### config.mk
export PLATFORM = sky130hd
export DESIGN_NAME = conv_row_feeder
export DESIGN_NICKNAME = d
export VERILOG_FILES = /design/src/rtl/conv_pkg.sv /design/src/rtl/conv_line_mem.sv /design/src/rtl/conv_row_feeder.sv
export SDC_FILE = /design/constraint.sdc
export NUM_CORES = 1
export LEC_CHECK = 0
export CORE_MARGIN = 5
export CORE_UTILIZATION = 51
export CTS_CLUSTER_SIZE = 30
export DETAILED_ROUTE_END_ITERATION = 8
export GPL_ROUTABILITY_DRIVEN = 0
export PLACE_DENSITY = 0.78
export SLEW_MARGIN = 0
export SYNTH_ARGS = -nofsm -noshare
export SYNTH_HDL_FRONTEND = slang
export SYNTH_SLANG_ARGS = --single-unit
### constraint.sdc
create_clock -name clk -period 3.3 [get_ports clk]
set_clock_uncertainty 0.1 [all_clocks]
set_input_delay 0.825 -clock clk [delete_from_list [all_inputs] [get_ports clk]]
set_output_delay 0.825 -clock clk [all_outputs]
set_load 0.01 [all_outputs]
### src/rtl/conv_pkg.sv
// rtl/conv_pkg.sv - shared constants for the 5x5 convolution datapath
package conv_pkg;
    localparam int KERNEL    = 5;
    localparam int PIX_W     = 8;
    localparam int SEL_W     = 3;
    localparam int NUM_LINES = KERNEL - 1;

    // Physical line holding the line that is `age` lines younger than the one at `base`
    function automatic logic [1:0] line_idx(input logic [1:0] base, input int unsigned age);
        return base + age[1:0];
    endfunction
endpackage

### src/rtl/conv_line_mem.sv
// rtl/conv_line_mem.sv - one buffered image line, sync write / async read
module conv_line_mem #(
    parameter int DEPTH = 32,
    parameter int WIDTH = 8,
    localparam int AW   = $clog2(DEPTH)
) (
    input  logic             clk,
    input  logic             we,
    input  logic [AW-1:0]    waddr,
    input  logic [WIDTH-1:0] wdata,
    input  logic [AW-1:0]    raddr,
    output logic [WIDTH-1:0] rdata
);
    logic [WIDTH-1:0] mem_q [DEPTH];

    always_ff @(posedge clk) begin
        if (we) mem_q[waddr] <= wdata;
    end

    assign rdata = mem_q[raddr];
endmodule

### src/rtl/conv_row_feeder.sv
// rtl/conv_row_feeder.sv - raster stream to 5-tall pixel columns for the kernel array
module conv_row_feeder
    import conv_pkg::*;
#(
    parameter int IMG_W = 32,
    parameter int IMG_H = 32,
    parameter int PIX_W = conv_pkg::PIX_W
) (
    input  logic             clk,
    input  logic             reset_n,
    input  logic             flush,
    input  logic [PIX_W-1:0] in_pix,
    input  logic             in_valid,
    output logic             in_ready,
    output logic [PIX_W-1:0] R1,
    output logic [PIX_W-1:0] R2,
    output logic [PIX_W-1:0] R3,
    output logic [PIX_W-1:0] R4,
    output logic [PIX_W-1:0] R5,
    output logic [SEL_W-1:0] sel,
    output logic             out_sol,
    output logic             out_eol,
    output logic             out_valid,
    input  logic             out_ready,
    output logic             frame_done
);
    localparam int COL_W = $clog2(IMG_W);
    localparam int ROW_W = $clog2(IMG_H);

    logic [COL_W-1:0] col_q, col_d;
    logic [ROW_W-1:0] row_q, row_d;
    logic [1:0]       wr_line_q, wr_line_d;
    logic [2:0]       phase_q, phase_d;
    logic [PIX_W-1:0] tap_q [KERNEL];
    logic [PIX_W-1:0] tap_d [KERNEL];
    logic [SEL_W-1:0] sel_q, sel_d;
    logic             sol_q, sol_d, eol_q, eol_d;
    logic             valid_q, valid_d, done_q, done_d;
    logic [PIX_W-1:0] line_rd [NUM_LINES];
    logic             accept, col_last, row_last;

    assign in_ready = !flush && (!valid_q || out_ready);
    assign accept   = in_valid && in_ready;
    assign col_last = (col_q == COL_W'(IMG_W - 1));
    assign row_last = (row_q == ROW_W'(IMG_H - 1));

    // The line addressed by wr_line is read (oldest data) before being overwritten
    for (genvar g = 0; g < NUM_LINES; g++) begin : g_line
        conv_line_mem #(.DEPTH(IMG_W), .WIDTH(PIX_W)) u_line (
            .clk   (clk),
            .we    (accept && (wr_line_q == 2'(g))),
            .waddr (col_q),
            .wdata (in_pix),
            .raddr (col_q),
            .rdata (line_rd[g])
        );
    end

    always_comb begin
        col_d     = col_q;
        row_d     = row_q;
        wr_line_d = wr_line_q;
        phase_d   = phase_q;
        tap_d     = tap_q;
        sel_d     = sel_q;
        sol_d     = sol_q;
        eol_d     = eol_q;
        valid_d   = valid_q;
        done_d    = 1'b0;
        if (flush) begin
            col_d     = '0;
            row_d     = '0;
            wr_line_d = '0;
            phase_d   = '0;
            valid_d   = 1'b0;
        end else if (accept) begin
            for (int k = 0; k < NUM_LINES; k++) begin
                tap_d[k] = line_rd[line_idx(wr_line_q, k)];
            end
            tap_d[NUM_LINES] = in_pix;
            sel_d   = SEL_W'(phase_q);
            sol_d   = (col_q == '0);
            eol_d   = col_last;
            valid_d = (row_q >= ROW_W'(NUM_LINES));
            if (col_last) begin
                col_d     = '0;
                phase_d   = '0;
                wr_line_d = wr_line_q + 2'd1;
                if (row_last) begin
                    row_d  = '0;
                    done_d = 1'b1;
                end else begin
                    row_d = row_q + 1'b1;
                end
            end else begin
                col_d   = col_q + 1'b1;
                phase_d = (phase_q == 3'(KERNEL - 1)) ? 3'd0 : phase_q + 3'd1;
            end
        end else if (valid_q && out_ready) begin
            valid_d = 1'b0;
        end
    end

    always_ff @(posedge clk or negedge reset_n) begin
        if (!reset_n) begin
            col_q     <= '0;
            row_q     <= '0;
            wr_line_q <= '0;
            phase_q   <= '0;
            tap_q     <= '{default: '0};
            sel_q     <= '0;
            sol_q     <= 1'b0;
            eol_q     <= 1'b0;
            valid_q   <= 1'b0;
            done_q    <= 1'b0;
        end else begin
            col_q     <= col_d;
            row_q     <= row_d;
            wr_line_q <= wr_line_d;
            phase_q   <= phase_d;
            tap_q     <= tap_d;
            sel_q     <= sel_d;
            sol_q     <= sol_d;
            eol_q     <= eol_d;
            valid_q   <= valid_d;
            done_q    <= done_d;
        end
    end

    assign R1         = tap_q[0];
    assign R2         = tap_q[1];
    assign R3         = tap_q[2];
    assign R4         = tap_q[3];
    assign R5         = tap_q[4];
    assign sel        = sel_q;
    assign out_sol    = sol_q;
    assign out_eol    = eol_q;
    assign out_valid  = valid_q;
    assign frame_done = done_q;
endmodule
==> flow_summary.json, run 1 <==
{
  "core_area_sq_mm": 0.08475,
  "start_util_pct": 51.16,
  "yosysSeqAreaShare_pct": 74.51,
  "dieArea_sq_mm": 0.09094,
  "ys_ff_latch": 1086,
  "max_freq_ghz": 0.3139,
  "slew_violations": 0,
  "cp_max_fo": 19,
  "setup_tns_ns": 0,
  "clk_pin_slew_ns": 0.06,
  "max_cap_violations": 0,
  "rsz0062_at_grt": "no",
  "portBuffers": 60,
  "relSlewSlack_pct": 34.07,
  "grt_max_degree": 130,
  "syn_inst": 2590,
  "hold_depth": 2,
  "dieHeight_um": 301.6,
  "yosys.area.top_type": "edfxtp_1",
  "layout.nets": 2929,
  "arrival_ns": 3.66,
  "r2r_start": "col_q[4]$_DFFE_PN0P_",
  "crit_path_max_incr_delay_ns": 0.88,
  "drtIter0Drc": 3314,
  "hpwl_um": 71300,
  "criticalPathCategory": "flip-flop to flip-flop",
  "postLayoutCoreUtil_pct": 59.74,
  "die_x_um": 301.6,
  "via_per_inst": 6.103,
  "hold_viol": 0,
  "worstMarginPinSlew_ns": 0.9854,
  "grt_pass1_vias": 25160,
  "synth_edf_count": 1024,
  "cts_made_buffers": 105,
  "final_area_sq_mm": 0.05063,
  "wire_per_inst_um": 26.57,
  "htreeDepth": 3,
  "worst_slack_ns": 0.1145,
  "setup_viol": 0,
  "pre_cts_ws_ns": -0.06737,
  "min_period_ns": 3.186,
  "cts_tree": "done",
  "total_power_mw": 29.43,
  "syn_area_per_cell_sq_um": 16.74,
  "power.density_mw_per_mm2": 581.3,
  "syn-num-nets": 2617,
  "required_ns": 3.78,
  "antenna_found_initial": 5,
  "worst_r2r_path_depth": 7,
  "startpoint_type": "flip-flop",
  "synth_area_sq_mm": 0.04335,
  "critPathCaptureType": "flip-flop",
  "hp-start": "R5[5]$_DFFE_PN0P_",
  "grt_pass1_wl_um": 162100,
  "synth_top_flop_cell": "edfxtp_1",
  "grt_util_all_layers_pct": 23.96,
  "hold_end": "R5[5]$_DFFE_PN0P_",
  "cts.path.max_buffers": 3,
  "outcome": "completed",
  "crit_chain": "nand4b_2 > o22ai_1 > a211oi_1 > nand3_1 > buf_4 > o21ai_0 > o221ai_1",
  "syn2layout_area_growth_pct": 16.78,
  "synthArstFlopShare_pct": 5.709,
  "r2r-end": "R2[2]$_DFFE_PN0P_",
  "placedCellCount": 3937,
  "firstDrtPassIters": 8,
  "placedInstanceArea_sq_mm": 0.04720,
  "drive_gt1_share_pct": 18.59,
  "insertion_delay_ns": 0.67,
  "fp-row-count": 107,
  "synth.distinct_cells": 46,
  "cts_root_buf": "clkbuf_16",
  "clock-sinks": 1086,
  "drc": 0,
  "ios": 61,
  "hold_ws_ns": 0.3833,
  "slowest_stage": "nand4b_2",
  "post-route-period-util_pct": 96.53,
  "routed_wl_um": 109900,
  "synth_area_leaders": "edfxtp_1, mux2i_1, dfrtp_1, o22ai_1, nor2_1",
  "post_layout_nonfiller_instances": 4136,
  "min_path_type": "flip-flop to flip-flop",
  "synth_warnings": 0,
  "vias": 25240,
  "rrSetupSlack_ns": 0.11,
  "postRouteAntennaNets": 0,
  "overflow": 0,
  "synth_top_area_share_pct": 70.93,
  "power.leakage_nw": 17.04,
  "vdd_drop_max_uv": 417.9
}
[repair_timing]
| action | CTS | global route |
|---|---|---|
| setup buffers | 1 | 0 |
| resized for setup | 0 | 3 |
| pin swaps | 0 | 0 |
| hold buffers | 1 | 0 |
| hold endpoints to repair | 1 | 0 |
| endpoints found under the setup margin | 4 | 6 |
[synthesized netlist by cell type, types with 11 or more instances]
cell,count
edfxtp_1,1024
mux2i_1,481
o22ai_1,227
nor2_1,140
nand2_1,116
buf_2,91
a21oi_1,72
dfrtp_1,62
nand3_1,56
clkbuf_1,40
nor4_2,31
nor4_1,25
o21ai_1,22
o221ai_1,20
o21ai_0,19
mux4_2,16
ha_1,14
buf_1,13
buf_6,13
o22ai_2,13
o221ai_2,12
inv_1,11
[registers in the layout (all words and copies together), names as in the netlist]
signal,count
g_line.u_line.mem_q,1024
R1,8
R2,8
R3,8
R4,8
R5,8
col_q,5
row_q,5
phase_q,3
sel,3
wr_line_q,2
frame_done,1
out_eol,1
out_sol,1
out_valid,1
[kinds of logic (layout without fill, tap and decap cells)]
kind of cell | Yosys count | count (layout) | share of synthesized area (%)
other | 0 | 1 | 0
adder cells (fa/ha/maj) | 14 | 14 | 0.4041
multiplexers | 497 | 497 | 11.94
AND/OR/NAND/NOR | 410 | 410 | 4.901
buffers and inverters | 180 | 581 | 2.156
flip-flops | 1086 | 1086 | 74.51
AO/OA/AOI/OAI | 403 | 403 | 6.095
[worst max-delay path by stage]
stage,from,endpoint,slack (ns),depth (start not counted)
3_5_place_dp,col_q[0]$_DFFE_PN0P_,R4[1]$_DFFE_PN0P_,-0.07,10
5_1_grt,col_q[4]$_DFFE_PN0P_,R4[5]$_DFFE_PN0P_,0.001,8
4_1_cts,col_q[0]$_DFFE_PN0P_,R4[1]$_DFFE_PN0P_,0.04,10
2_1_floorplan,flush,g_line[3].u_line.mem_q[25][0]$_DFFE_PP_,0.51,7
3_3_place_gp,col_q[0]$_DFFE_PN0P_,R4[1]$_DFFE_PN0P_,-0.06,10
6_report,col_q[4]$_DFFE_PN0P_,R2[2]$_DFFE_PN0P_,0.11,7
[report_power, final]
part	internal (mW)	switching, mW
combinational	1.01	1.44
sequential	15.2	0.128
clock	6.67	5.00
[layout make-up]
cell class	count	area [sq um]
multi-input cells	1324	10150
well taps	1144	1431
fillers	5930	34120
clock inverters	73	650.6
inverters	11	41.29
diodes	1	2.502
clock buffers	123	2716
repair buffers	374	3331
flip-flops and latches	1086	32300
[critical path, delay by kind of cell, from the launching register on]
family                 cells  cell delay (ns)
AO/OA/AOI/OAI              4             1.09
buffers and inverters      1             0.19
flip-flops                 1             0.65
AND/OR/NAND/NOR            2             1.06
[per-layer routing]
layer / global-route usage, % / up-vias / wire length, um
met2: 38.08 / 1474 / 51820
met3: 5.421 / 259 / 12070
met5: 0 / - / 54
met1: 32.49 / 12590 / 41270
li1: - / 10910 / -
met4: 9.666 / 8 / 4691
[cell usage in the layout, fill, tap and decap left out, types with 22 or more instances in the layout]
| cell type | n |
|---|---|
| edfxtp_1 | 1024 |
| mux2i_1 | 481 |
| buf_4 | 290 |
| o22ai_1 | 227 |
| nor2_1 | 140 |
| nand2_1 | 116 |
| clkbuf_16 | 106 |
| a21oi_1 | 72 |
| dfrtp_1 | 61 |
| nand3_1 | 55 |
| clkdlybuf4s50_1 | 51 |
| nor4_2 | 33 |
| clkinv_1 | 30 |
| buf_12 | 30 |
| nor4_1 | 23 |
| o21ai_1 | 22 |
Note: power is estimated with default switching activity, not from simulation.
==> run 2, diff against run 1 <==
--- a/config.mk
+++ b/config.mk
@@ -12,5 +12,4 @@
 export GPL_ROUTABILITY_DRIVEN = 0
 export PLACE_DENSITY = 0.78
-export SLEW_MARGIN = 0
 export SYNTH_ARGS = -nofsm -noshare
 export SYNTH_HDL_FRONTEND = slang
==> constraint.sdc (replaced) <==
create_clock -name clk -period 3.3 [get_ports clk]
set_clock_uncertainty 0.1 [all_clocks]
set_input_delay 0.825 -clock clk [delete_from_list [all_inputs] [get_ports clk]]
set_output_delay 0.825 -clock clk [all_outputs]
set_load 0.1 [all_outputs]
==> run 2 against run 1 <==
- sequential power about the same
- hold slack got worse by 0.22 ns
- final area shrank 0.51%
- cell count down 0.89%
- global-route usage increased by 0.23 points
- sequential share of layout area grew 0.32 points
- die area is the same
- register-to-register slack improved by 0.03 ns
- first-iteration DRC count rose by 4.5%
- critical path depth up 1
- non-clock buffer count shrank 33
- critical path type unchanged
- critical endpoint is now R1[0]$_DFFE_PN0P_
==> flow_summary.json, run 2 (synthesis gave the netlist of run 1 again) <==
{
  "outcome": "completed",
  "switching_share_pct": 24.03,
  "overflow": 0,
  "drive_gt1_share_pct": 19.74,
  "grt_max_degree": 130,
  "post_layout_nonfiller_instances": 4099,
  "ios": 61,
  "post-route-period-util_pct": 95.50,
  "min_path_type": "input pin to asynchronous set/reset pin",
  "vias": 25420,
  "crit_chain": "buf_4 > or4b_4 > buf_12 > o22ai_1 > nor4_1 > nand3_1 > a21oi_1 > o221ai_2",
  "startpoint_type": "flip-flop",
  "criticalPathCategory": "flip-flop to flip-flop",
  "p_comb_share_pct": 10.0,
  "dieArea_sq_mm": 0.09094,
  "arrival_ns": 3.58,
  "required_ns": 3.73,
  "pwr-share-clk_pct": 39.7,
  "routed_wl_um": 111700,
  "fp-row-count": 107,
  "cp_top_family": "simple AND/OR/NAND/NOR gates",
  "placedInstanceArea_sq_mm": 0.04683,
  "postRouteAntennaNets": 0,
  "via_per_inst": 6.200,
  "final_area_sq_mm": 0.05037,
  "core_area_sq_mm": 0.08475,
  "mostFrequentLayoutCell": "edfxtp_1",
  "syn2layout_area_growth_pct": 16.19,
  "critPathCaptureType": "flip-flop",
  "worstMarginPinSlew_ns": 0.9338,
  "firstDrtPassIters": 8,
  "placedCellCount": 3905,
  "dieHeight_um": 301.6,
  "max_freq_ghz": 0.3173,
  "rsz0062_at_grt": "no",
  "max_cap_violations": 0,
  "insertion_delay_ns": 0.67,
  "largest_register_ffs": 1024,
  "worst_slack_ns": 0.1484,
  "die_x_um": 301.6,
  "drc": 0,
  "clock-sinks": 1086,
  "timing.critical_path.buf_inv": 2,
  "pre_cts_ws_ns": 0.01283,
  "slowest_stage": "dfrtp_1",
  "start_util_pct": 51.16,
  "cts_made_buffers": 103,
  "portBuffers": 60,
  "cts.path.max_buffers": 3,
  "cp_max_fo": 26,
  "cts_tree": "done",
  "cts_root_buf": "clkbuf_16",
  "clk_pin_slew_ns": 0.06,
  "slew_violations": 0,
  "grt_util_all_layers_pct": 24.19,
  "vdd_drop_max_uv": 427.8,
  "power.leakage_nw": 17.02,
  "power.density_mw_per_mm2": 605.5,
  "grt_pass1_wl_um": 163100,
  "antenna_found_initial": 1,
  "grt_pass1_vias": 25060,
  "setup_tns_ns": 0,
  "hpwl_um": 71740,
  "htreeDepth": 3,
  "power_switching_mw": 7.329,
  "drtIter0Drc": 3464,
  "hold_viol": 0,
  "final_cell_mix": "edfxtp_1, mux2i_1, buf_4",
  "min_period_ns": 3.152,
  "top_register": "g_line.u_line.mem_q",
  "relSlewSlack_pct": 37.75,
  "setup_viol": 0,
  "crit_path_max_incr_delay_ns": 0.60,
  "layout.nets": 2894,
  "wire_per_inst_um": 27.24,
  "seq_power_share_pct": 50.2,
  "p_int_mw": 23.17
}
-- run 2: stage by stage --
step / hold WS, ns / util, % / power, mW
after floorplan: 0.3977 / - / 17.47
after global placement: 0.3665 / 55.26 / 18.53
after detailed placement: 0.3761 / 55.26 / 18.61
after CTS: 0.1529 / 59.39 / 30.54
after global routing: 0.2116 / 59.43 / 31.32
final: 0.1666 / 59.44 / 30.50
-- run 2: layout make-up --
class | count | area [sq um]
fill | 5840 | 34380
sequential | 1086 | 32300
multi-input combinational | 1324 | 10170
timing repair buffer | 341 | 2935
clock buffer | 124 | 2708
tap | 1144 | 1431
clock inverter | 68 | 778.2
inverter | 11 | 41.29
antenna | 1 | 2.502
-- run 2: what timing repair did --
item                       in CTS  in global routing
setup endpoints to repair       3                 13
hold buffers                    0                  0
gates resized for setup         2                  4
cloned                          0                  0
pin swaps                       0                  0
setup buffers                   0                  1
-- run 2: layer usage --
metal	track usage, %	vias up	wire length (um)
li1	-	10820	-
met5	0	-	0
met4	10.71	0	5307
met2	38.51	1602	52530
met3	5.313	291	12120
met1	32.41	12700	41720
-- run 2: worst register-to-register path, delay by kind of cell (launching register included) --
family	cells	cell delay, ns
AO/OA/AOI/OAI	3	0.63
buffers and inverters	2	0.57
flip-flops	1	0.60
AND/OR/NAND/NOR	3	1.10
-- run 2: power groups by stage --
stage          combinational (mW)  clock (mW)  sequential [mW]
2_1_floorplan                1.25           0             16.2
3_3_place_gp                 2.92           0             15.6
3_5_place_dp                 3.00           0             15.6
4_1_cts                      3.02        12.2             15.3
5_1_grt                      3.17        12.8             15.3
6_report                     3.06        12.1             15.3
-- run 2: worst paths after layout --
path,end,slack [ns],start,cells past startpoint
worst max-delay path,R1[0]$_DFFE_PN0P_,0.15,col_q[2]$_DFFE_PN0P_,8
worst min-delay path,row_q[3]$_DFFE_PN0P_,0.17,reset_n,1
worst max register to register,R1[0]$_DFFE_PN0P_,0.15,col_q[2]$_DFFE_PN0P_,8
worst min register to register,R5[3]$_DFFE_PN0P_,0.39,R5[3]$_DFFE_PN0P_,2
max in group asynchronous,R2[3]$_DFFE_PN0P_,2.17,reset_n,2
min in group clk,R5[3]$_DFFE_PN0P_,0.39,R5[3]$_DFFE_PN0P_,2
